`src/rtl/modulo_controle_jogo.sv`:
```
// Turn sequencer for the naval-battle game: arms the position matrix, then runs shoot/evaluate/show turns.
// Latency: confirm edge t -> sel_coord t+1 -> at_we/counters t+2 -> colour t+3..t+2+HOLD_CYC.
// Backpressure: confirm edges arriving while a turn is being evaluated or shown are dropped, never queued.
module modulo_controle_jogo #(
    parameter int MAX_SHOTS = 20,
    parameter int SHOT_W    = 5,
    parameter int HOLD_CYC  = 4
) (
    input  logic              clk,
    input  logic              clr,
    input  logic              btn_confirm,
    input  logic [5:0]        at_in,
    input  logic [5:0]        ship_total,
    input  logic              po_cell,
    input  logic              at_cell,
    output logic [5:0]        sel_coord,
    output logic              po_load,
    output logic              at_clear,
    output logic              at_we,
    output logic [1:0]        phase,
    output logic              rgb_r,
    output logic              rgb_g,
    output logic [SHOT_W-1:0] shots_left,
    output logic [5:0]        hits,
    output logic              game_over,
    output logic              win
);

    localparam int                CNT_W      = $clog2(HOLD_CYC + 1);
    localparam logic [CNT_W-1:0]  HOLD_LAST  = CNT_W'(HOLD_CYC);
    localparam logic [SHOT_W-1:0] SHOTS_INIT = SHOT_W'(MAX_SHOTS);

    typedef enum logic [2:0] {
        S_SETUP,
        S_LOAD,
        S_ATTACK,
        S_EVAL,
        S_SHOW,
        S_REJECT,
        S_OVER
    } state_t;

    state_t             state, state_d;
    logic               btn_q;
    logic               cfm;
    logic [CNT_W-1:0]   hold_cnt, hold_cnt_d;
    logic               hit_q, hit_d;
    logic [5:0]         ship_q, ship_d;
    logic [5:0]         sel_d;
    logic [SHOT_W-1:0]  shots_d;
    logic [5:0]         hits_d;
    logic               win_d;
    logic               rgb_r_d, rgb_g_d;
    logic               po_load_d, at_clear_d, at_we_d;
    logic               game_over_d;
    logic [1:0]         phase_d;
    logic               coord_bad;

    assign cfm       = btn_confirm & ~btn_q;
    assign coord_bad = (sel_coord[5:3] > 3'd4) | (sel_coord[2:0] > 3'd6);

    always_comb begin
        state_d    = state;
        hold_cnt_d = hold_cnt;
        hit_d      = hit_q;
        ship_d     = ship_q;
        sel_d      = sel_coord;
        shots_d    = shots_left;
        hits_d     = hits;
        win_d      = win;
        rgb_r_d    = 1'b0;
        rgb_g_d    = 1'b0;
        at_we_d    = 1'b0;

        case (state)
            S_SETUP: begin
                if (cfm) state_d = S_LOAD;
            end
            S_LOAD: begin
                hits_d  = '0;
                shots_d = SHOTS_INIT;
                ship_d  = ship_total;
                win_d   = 1'b0;
                if (ship_total == 6'd0) begin
                    state_d = S_OVER;
                    win_d   = 1'b1;
                end else begin
                    state_d = S_ATTACK;
                end
            end
            S_ATTACK: begin
                if (cfm) begin
                    sel_d   = at_in;
                    state_d = S_EVAL;
                end
            end
            S_EVAL: begin
                hold_cnt_d = '0;
                if (coord_bad | at_cell) begin
                    state_d = S_REJECT;
                end else begin
                    at_we_d = 1'b1;
                    shots_d = shots_left - 1'b1;
                    hits_d  = hits + {5'd0, po_cell};
                    hit_d   = po_cell;
                    state_d = S_SHOW;
                end
            end
            S_SHOW: begin
                if (hold_cnt != HOLD_LAST) begin
                    rgb_g_d    = hit_q;
                    rgb_r_d    = ~hit_q;
                    hold_cnt_d = hold_cnt + 1'b1;
                end else if (hits == ship_q) begin
                    // a winning last shot outranks running out of shots
                    state_d = S_OVER;
                    win_d   = 1'b1;
                end else if (shots_left == '0) begin
                    state_d = S_OVER;
                    win_d   = 1'b0;
                end else begin
                    state_d = S_ATTACK;
                end
            end
            S_REJECT: begin
                if (hold_cnt != HOLD_LAST) begin
                    rgb_g_d    = 1'b1;
                    rgb_r_d    = 1'b1;
                    hold_cnt_d = hold_cnt + 1'b1;
                end else begin
                    state_d = S_ATTACK;
                end
            end
            S_OVER: begin
                if (cfm) begin
                    state_d = S_SETUP;
                    win_d   = 1'b0;
                end
            end
            default: state_d = S_SETUP;
        endcase

        // outputs are registered from the next state so they line up with it
        if (state_d == S_OVER) begin
            rgb_g_d = win_d;
            rgb_r_d = ~win_d;
        end
        po_load_d   = (state_d == S_LOAD);
        at_clear_d  = (state_d == S_LOAD);
        game_over_d = (state_d == S_OVER);
        case (state_d)
            S_SETUP: phase_d = 2'b00;
            S_OVER:  phase_d = 2'b10;
            default: phase_d = 2'b01;
        endcase
    end

    always_ff @(posedge clk) begin
        if (!clr) begin
            state      <= S_SETUP;
            btn_q      <= 1'b1;
            hold_cnt   <= '0;
            hit_q      <= 1'b0;
            ship_q     <= '0;
            sel_coord  <= '0;
            shots_left <= SHOTS_INIT;
            hits       <= '0;
            win        <= 1'b0;
            rgb_r      <= 1'b0;
            rgb_g      <= 1'b0;
            po_load    <= 1'b0;
            at_clear   <= 1'b0;
            at_we      <= 1'b0;
            game_over  <= 1'b0;
            phase      <= 2'b00;
        end else begin
            state      <= state_d;
            btn_q      <= btn_confirm;
            hold_cnt   <= hold_cnt_d;
            hit_q      <= hit_d;
            ship_q     <= ship_d;
            sel_coord  <= sel_d;
            shots_left <= shots_d;
            hits       <= hits_d;
            win        <= win_d;
            rgb_r      <= rgb_r_d;
            rgb_g      <= rgb_g_d;
            po_load    <= po_load_d;
            at_clear   <= at_clear_d;
            at_we      <= at_we_d;
            game_over  <= game_over_d;
            phase      <= phase_d;
        end
    end

endmodule

```
`config.mk`:
```
export PLATFORM = sky130hd
export DESIGN_NAME = modulo_controle_jogo
export DESIGN_NICKNAME = d
export VERILOG_FILES = /design/src/rtl/modulo_controle_jogo.sv
export SDC_FILE = /design/constraint.sdc
export NUM_CORES = 1
export LEC_CHECK = 0
export CORE_ASPECT_RATIO = 2
export CORE_UTILIZATION = 36
export DETAILED_ROUTE_END_ITERATION = 12
export PLACE_DENSITY = 0.73
export SYNTH_ARGS = -nofsm -noshare
export SYNTH_HDL_FRONTEND = slang
export SYNTH_SLANG_ARGS = --single-unit
```
`constraint.sdc`:
```
create_clock -name clk -period 1.7 [get_ports clk]
set_clock_uncertainty 0.05 [all_clocks]
set_input_delay 0.34 -clock clk [delete_from_list [all_inputs] [get_ports clk]]
set_output_delay 0.34 -clock clk [all_outputs]
set_load 0.05 [all_outputs]
```
# --- Word level (Yosys, flattened, before mapping) ---
# Cells that the tools add are included.
op_classes:
  n_addsub: 3
  n_eq_ne: 12
  bitwise_logic: 7
  muxes: 31
  n_reduce_logical: 12
  magnitude_cmp: 2
ops:
  columns: ["op", "n"]
  rows:
  - ["two-way mux 3 bit", 9]
  - ["one-hot mux 3 bit (7 select lines)", 1]
  - ["equality test 3 bit, second input constant", 4]
  - ["two-way mux 1 bit", 12]
  - ["one-hot mux 6 bit (2 select lines)", 1]
  - ["one-hot mux 5 bit (2 select lines)", 1]
  - ["AND reduction 2 bit", 5]
  - ["adder 6 x 1 -> 6 bit", 1]
  - ["equality test 3 x 1 -> 1 bit, second input constant", 2]
  - ["equality test 3 x 2 -> 1 bit, second input constant", 2]
  - ["equality test 6 bit", 1]
  - ["> comparator 3 bit, second input constant", 2]
  - ["zero test 3 bit", 2]
  - ["zero test 6 bit", 1]
  - ["two-way mux 6 bit", 1]
  - ["one-hot mux 3 bit (2 select lines)", 1]
  - ["zero test 5 bit", 1]
  - ["two-way mux 5 bit", 1]
  - ["subtractor 5 x 1 -> 5 bit, second input constant", 1]
  - ["NOT 1 bit", 4]
  - ["one-hot mux 1 bit (2 select lines)", 2]
  - ["one-hot mux 2 bit (2 select lines)", 1]
  - ["nonzero test 2 bit", 2]
  - ["adder 3 x 1 -> 3 bit, second input constant", 1]
  - ["other kinds (7)", 8]
totals:
  input_bits: 17
  regBits: 39
  wordCells: 82
  out_inout_bits: 26

# --- Logic depth before layout (Yosys ltp) ---
# Gate-level depths: netlist of run 1.
depth:
  ltp_word: 7
  mapped_depth: 8
  mapped_depth_nobuf: 8

# --- Worst setup path before layout of run 1 ---
# OpenSTA, ideal clock, no wires.
synth_path:
  path_kind: "register -> register"
  startpoint: "register shots_left[0]"
  endpoint: "register state[2]"
  required_ns: 1.530
  n_path_buf: 0
  path_stages_with_launch: 7
  path_slack_ns: -0.447
  synth_period_minus_slack_ns: 2.147
  setup_ns: 0.120
  arrival_ns: 1.977
  path_cell_list: "dfxtp_1 -> inv_1 -> ha_1 -> or4b_4 -> a31oi_2 -> or2_2 -> o31a_1"
synth_via:
  elab_chain_cells: 5
synth_lines:
  columns: ["element", "line", "text"]
  rows:
  - ["start, declared", "23", "output logic [SHOT_W-1:0] shots_left,"]
  - ["start signal, assigned", "183", "shots_left <= shots_d;"]
  - ["zero test 5 bit", "118", "end else if (shots_left == '0) begin"]
  - ["two-way mux 3 bit", "118", null]
  - ["two-way mux 3 bit", "114", "end else if (hits == ship_q) begin"]
  - ["two-way mux 3 bit", "110", "if (hold_cnt != HOLD_LAST) begin"]
  - ["one-hot mux 3 bit (7 select lines)", "75", "case (state)"]
  - ["end signal, assigned", "177", "state <= state_d;"]
  - ["end, declared", "43", "state_t state, state_d;"]
# No other way between the ends.
# A chain may end at the register's enable or synchronous reset.

# --- Final worst setup path of run 1 ---
layout_path:
  startpoint: "register shots_left[0]"
  endpoint: "register rgb_r"
layout_via:
  elab_chain_cells: 7
layout_lines:
  columns: ["element", "line", "text"]
  rows:
  - ["zero test 5 bit *", "118", null]
  - ["two-way mux 3 bit / two-way mux 1 bit (equally long branches)", "118", null]
  - ["two-way mux 3 bit / two-way mux 1 bit (equally long branches)", "114", null]
  - ["two-way mux 3 bit / two-way mux 1 bit (equally long branches)", "110", null]
  - ["one-hot mux 3 bit (7 select lines) / one-hot mux 1 bit (3 select lines) (equally long branches)", "75", null]
  - ["equality test 3 bit / NOT 1 bit (equally long branches)", "144, 146", null]
  - ["two-way mux 1 bit *", "144", "if (state_d == S_OVER) begin"]
  - ["end signal, assigned", "186", "rgb_r <= rgb_r_d;"]
  - ["end, declared", "21", "output logic rgb_r,"]
# Mark *: on every way between the ends. The rest lies on a longest branch, timed or not.

==> impl_metrics.env, run 1 <==
export IMPL_antenna_cells=0
export IMPL_utilization_pct=55.57
export IMPL_multi_input_area_um2=1106
export IMPL_hold_path_class="register to register"
export IMPL_yosys_warnings=0
export IMPL_finalCritPeriodShare_pct=102.6
export IMPL_vias=1907
export IMPL_r2r_start="shots_left[0]"
export IMPL_fin_hold_ws_ns=0.4152
export IMPL_fin_cells=364
export IMPL_grt_pass1_vias=1930
export IMPL_tightest_slew_ns=0.3798
export IMPL_setup_violations=3
export IMPL_crit_family="simple AND/OR/NAND/NOR gates"
export IMPL_num_io_pins=43
export IMPL_ys_seq_elements=39
export IMPL_synthToLayoutAreaGrowth_pct=48.01
export IMPL_clk_pin_slew_ns=0.07
export IMPL_crit_chain="inv_4 -> ha_4 -> or4b_4 -> o2111ai_2 -> nand3_2 -> nor2_2 -> a2bb2oi_2"
export IMPL_layout_commonest_cell="buf_4"
export IMPL_dieArea_um2=5724
export IMPL_final_cell_area_um2=2882
export IMPL_power_density_nw_per_um2=663.3
export IMPL_hold_start="ship_q[2]"
export IMPL_portBuffers=42
export IMPL_tritoncts="yes"
export IMPL_wl_mm=5.084
export IMPL_syn_nets=242
export IMPL_overflow=0
export IMPL_hold_violations=0
export IMPL_netlist_area_leader_share_pct=40.10
export IMPL_avgSynthCellArea_um2=8.890
export IMPL_rows=37
export IMPL_relSlewSlack_pct=74.49
export IMPL_worstPathRequired_ns=1.88
export IMPL_postCtsSetupBuffers=0
export IMPL_setup_tns_ns=-0.08537
export IMPL_fin_crit_ns=1.743
export IMPL_ys_top_cells_by_area="dfxtp_1, nand2_1, a21oi_1, nor2_1, ha_1"
export IMPL_fmax_mhz=573.6
export IMPL_clk_insertion_delay_late_ns=0.29
export IMPL_wl_per_cell_um=13.97
export IMPL_slowest_delay_ns=0.49
export IMPL_synth_edf_count=0
export IMPL_finalMaxSlewViolations=0
export IMPL_r2r_slack_ns=-0.04
export IMPL_path_max_fanout=3
export IMPL_grtUsageTotal_pct=20.19
export IMPL_final_nets=329
export IMPL_ys_types=49
export IMPL_total_power_mw=1.911
export IMPL_dpl_cell_area_um2=2775
export IMPL_syn_area_um2=1947
export IMPL_peakVddDrop_v=0.0005498
export IMPL_final_cell_mix="buf_4, dfxtp_1, nand2_1, nor2_1, a21oi_1"
export IMPL_die_h_um=106
export IMPL_yosysSeqAreaShare_pct=40.10
export IMPL_synth_main_ff_cell="dfxtp_1"
export IMPL_cp_arrival_ns=1.93
export IMPL_cts_num_sinks=39
export IMPL_holdPathStages=2
export IMPL_synthArstFlopShare_pct=0
export IMPL_crit_type="register to register"
export IMPL_nFillCells=463
export IMPL_layout_drive_gt1_share_pct=34.97
export IMPL_hold_end="ship_q[2]"
export IMPL_drt_iter0_markers=47
export IMPL_setup_ws_ns=-0.04342
export IMPL_cpMaxStageDelayCell="or4b_4"
export IMPL_cts_hold_buf=0
export IMPL_rsz0062_at_grt="yes"
export IMPL_root_buffer="clkbuf_8"
export IMPL_cts_buffers_inserted=5
export IMPL_timing_rr_end="rgb_r"
export IMPL_initial_utilization_pct=37.55
export IMPL_dr_pass1_iters=4
export IMPL_start_kind="register"
export IMPL_reg2regPathDepth=7
export IMPL_ff_latch_area_um2=793.3
export IMPL_grt_max_degree=12
export IMPL_drv_cap=0
export IMPL_crit_path_end_kind="register"
export IMPL_die_w_um=54
export IMPL_grt_pass1_wl_mm=8.521
export IMPL_placed_cells_incl_taps=357
export IMPL_antenna_found_initial=0
export IMPL_ant_nets=0
export IMPL_pre_cts_ws_ns=-0.2540
export IMPL_cts_htree_levels=2
export IMPL_drc=0
export IMPL_via_per_inst=5.239
export IMPL_violations="negative setup slack"
export IMPL_p_leak_nw=1.219
export IMPL_path_buf_inv=1
export IMPL_post_dp_hpwl_mm=4.044
export IMPL_status="complete, but fails checks"
export IMPL_core_area_um2=5185
export IMPL_yosysTopAreaCell="dfxtp_1"
export IMPL_syn_inst=219
export IMPL_cts_buffer_depth=2
export IMPL_routabilityCongestion=0.9263
==> state kept, by name (all words and copies together) (netlist names), 2 cells and up <==
name and flops:
hits 6, hold_cnt 3, phase 2, sel_coord 6, ship_q 6, shots_left 5
state 3
==> layer usage <==
metal | track usage [%] | part of all wire [%]
met5 | 0 | 0
met1 | 19.72 | 36
met3 | 4.006 | 3.2
met4 | 8.791 | 2.1
met2 | 37.74 | 59
==> how the worst max path moves through the flow <==
stage               depth (start not counted)  endpoint  slack, ns           from
floorplan                                   7     rgb_g      -0.02  shots_left[0]
global placement                            7     rgb_r      -0.26    btn_confirm
detailed placement                          7     rgb_r      -0.25    btn_confirm
CTS                                         7     rgb_r      -0.06  shots_left[0]
global route                                7     rgb_r      -0.15  shots_left[0]
finish                                      7     rgb_r      -0.04  shots_left[0]
==> cell type report <==
class | instances | share of cell area [%]
clock inverters | 1 | 0.1737
repair buffers | 89 | 27.18
inverters | 9 | 1.346
clock buffers | 6 | 2.866
well taps | 58 | 2.518
multi-input cells | 162 | 38.38
flip-flops and latches | 39 | 27.53
==> cell families (layout without fill, tap and decap cells) <==
logic type	Yosys count	after routing	share of synthesized area (%)
compound gates	47	47	17.22
simple gates	93	93	26.48
xor+xnor	14	14	6.298
buf+inv	18	105	5.012
mux	2	2	1.028
flops	39	39	40.10
fa+ha+maj	6	6	3.856
==> repair_timing <==
item                                    in CTS  in global routing
gates cloned                                 0                  0
pin swaps                                    1                  5
endpoints found under the setup margin       4                 14
resized for setup                            3                  3
==> synth_stat cells (2+ instances only) <==
library cell	instances
a21oi_1	20
and3_1	3
buf_4	2
buf_6	3
clkbuf_1	4
dfxtp_1	39
ha_1	6
inv_1	9
mux2i_1	2
nand2_1	27
nand2b_1	3
nand3_1	13
nand4_1	3
nor2_1	21
nor2b_1	3
nor3_1	3
nor4_1	4
nor4_4	2
o211ai_1	2
o21a_1	4
o21ai_0	5
o21bai_1	2
xnor2_1	7
xor2_1	7
==> power breakdown <==
part / total, mW / switching, mW / internal, mW
sequential: 0.952 / 0.0192 / 0.932
clock: 0.641 / 0.322 / 0.318
combinational: 0.319 / 0.165 / 0.154
==> worst min-delay path, delay by kind of cell (launching register included) <==
family	cells	cell delay, ns
DFF	1	0.32
and+or+nand+nor	1	0.05
AOI/OAI and AO/OA	1	0.05
Note: power is estimated with default switching activity, not from simulation.
==> inputs of run 2 (changes only) <==
--- a/constraint.sdc
+++ b/constraint.sdc
@@ -3,3 +3,3 @@
 set_input_delay 0.34 -clock clk [delete_from_list [all_inputs] [get_ports clk]]
 set_output_delay 0.34 -clock clk [all_outputs]
-set_load 0.05 [all_outputs]
+set_load 0.02 [all_outputs]
==> run 2 against run 1 <==
Effect of this change: the flow still finishes with violations (negative setup slack); wire length is 0.45% lower; register-to-register slack better by 0.02 ns; count of clock-buffer cells in the layout is 1 higher; design area is 0.30% lower; cell count is 0.82% lower; power is 0.45% higher; core utilization is 0.17 points lower; critical path type unchanged; critical endpoint unchanged.
==> impl_metrics.env, run 2 (synthesis results as in run 1) <==
export IMPL_ant_nets=0
export IMPL_fin_crit_ns=1.728
export IMPL_hold_violations=0
export IMPL_r2r_slack_ns=-0.03
export IMPL_start_kind="register"
export IMPL_path_max_fanout=3
export IMPL_die_h_um=106
export IMPL_holdPathStages=2
export IMPL_finalCritPeriodShare_pct=101.6
export IMPL_via_per_inst=5.324
export IMPL_setup_tns_ns=-0.03537
export IMPL_wl_met2_mm=2.928
export IMPL_clk_pin_slew_ns=0.08
export IMPL_drv_cap=0
export IMPL_initial_utilization_pct=37.55
export IMPL_antenna_found_initial=0
export IMPL_final_nets=325
export IMPL_cts_num_sinks=39
export IMPL_final_cell_area_um2=2873
export IMPL_fin_hold_ws_ns=0.4249
export IMPL_drt_iter0_markers=32
export IMPL_violations="negative setup slack"
export IMPL_r2r_start="shots_left[0]"
export IMPL_p_leak_nw=1.253
export IMPL_num_io_pins=43
export IMPL_multi_input_area_um2=1129
export IMPL_tightest_slew_ns=0.3748
export IMPL_wl_per_cell_um=14.02
export IMPL_grt_pass1_vias=1841
export IMPL_root_buffer="clkbuf_8"
export IMPL_cts_buffer_depth=2
export IMPL_crit_path_end_kind="register"
export IMPL_setup_ws_ns=-0.02788
export IMPL_fmax_mhz=578.7
export IMPL_relSlewSlack_pct=74.80
export IMPL_wl_met3_um=145
export IMPL_dr_pass1_iters=4
export IMPL_core_area_um2=5185
export IMPL_utilization_pct=55.41
export IMPL_wl_mm=5.061
export IMPL_peakVddDrop_v=0.0006936
export IMPL_hold_end="ship_q[5]"
export IMPL_dr_max_layer_used="met4"
export IMPL_cp_arrival_ns=1.90
export IMPL_status="complete, but fails checks"
export IMPL_drt_met1_wl_mm=1.838
export IMPL_routabilityCongestion=0.9301
export IMPL_dieArea_um2=5724
export IMPL_reg_top3="hits (6), sel_coord (6), ship_q (6)"
export IMPL_cts_htree_levels=2
export IMPL_overflow=0
export IMPL_setup_violations=3
export IMPL_finalMaxSlewViolations=0
export IMPL_tritoncts="yes"
export IMPL_power_density_nw_per_um2=668.3
export IMPL_antenna_cells=0
export IMPL_grt_pass1_wl_mm=8.342
export IMPL_synthToLayoutAreaGrowth_pct=47.56
export IMPL_final_cell_mix="buf_4, dfxtp_1, clkdlybuf4s50_1, nand2_1"
export IMPL_portBuffers=42
export IMPL_drc=0
export IMPL_cts_hold_buf=0
export IMPL_cts_buffers_inserted=5
export IMPL_timing_rr_end="rgb_r"
export IMPL_grtUsageTotal_pct=19.62
export IMPL_nFillCells=463
export IMPL_rsz0062_at_grt="yes"
export IMPL_dpl_cell_area_um2=2685
export IMPL_worstPathRequired_ns=1.87
export IMPL_layout_drive_gt1_share_pct=26.07
export IMPL_vias=1922
export IMPL_grt_max_degree=13
export IMPL_post_dp_hpwl_mm=3.862
export IMPL_hold_path_class="register to register"
export IMPL_hold_start="ship_q[5]"
export IMPL_rows=37
export IMPL_die_w_um=54
export IMPL_ff_latch_area_um2=788.3
export IMPL_crit_type="register to register"
export IMPL_reg2regPathDepth=7
export IMPL_clk_insertion_delay_late_ns=0.29
export IMPL_layout_commonest_cell="buf_4"
## run 2: cell types whose count changed in the layout (fill, tap and decap cells not counted), sizes merged
cell,change
clkbuf,+1
buf,-30
clkdlybuf4s50,+12
dlymetal6s2s,+5
dlygate4sd2,+9
## run 2: worst max-delay path, stage by stage, from the launching register on
cell and delay, ns:
dfxtp_4 0.36, inv_4 0.05, ha_4 0.11, or4b_4 0.49
o2111ai_2 0.22, nand3_2 0.12, nor2_2 0.14, a2bb2oi_2 0.13
## run 2: what timing repair did
item,CTS,global route
pin swaps,8,6
cloned,0,0
setup endpoints to repair,14,15
gates resized for setup,17,12
buffers inserted,3,1
## run 2: through the flow
stage	power [mW]	std cells	setup slack, ns
finish	1.920	361	-0.02788
global route	1.997	361	-0.1460
CTS	1.916	360	-0.05045
detailed placement	1.259	349	-0.2629
global placement	1.255	349	-0.2435
floorplan	1.121	219	0.008935
## run 2: worst max path at each step
stage | depth (start not counted) | start | endpoint | slack (ns)
floorplan | 7 | shots_left[0] | rgb_g | 0.009
global placement | 7 | btn_confirm | rgb_r | -0.24
detailed placement | 6 | btn_confirm | phase[0] | -0.26
CTS | 7 | shots_left[0] | rgb_r | -0.05
global route | 7 | shots_left[0] | rgb_g | -0.15
finish | 7 | shots_left[0] | rgb_r | -0.03
## run 2: report_power, final
group	leakage (nW)	internal (mW)	total (mW)	switching (mW)
registers	0.317	0.933	0.951	0.0175
logic	0.887	0.159	0.308	0.149
clock network	0.0484	0.333	0.661	0.328
total	1.25	1.43	1.92	0.495
## run 2: cell type report
cell class,count,share of cell area (%)
multi-input combinational,162,39.29
sequential,39,27.44
timing repair buffer,85,26.18
clock buffer,7,3.005
tap,58,2.526
inverter,9,1.263
clock inverter,1,0.3049
## run 2: routing by layer
layer	global-route usage, %	vias up
li1	-	928
met1	20.62	933
met2	35.36	48
met3	3.577	13
met4	8.608	0
met5	0	-
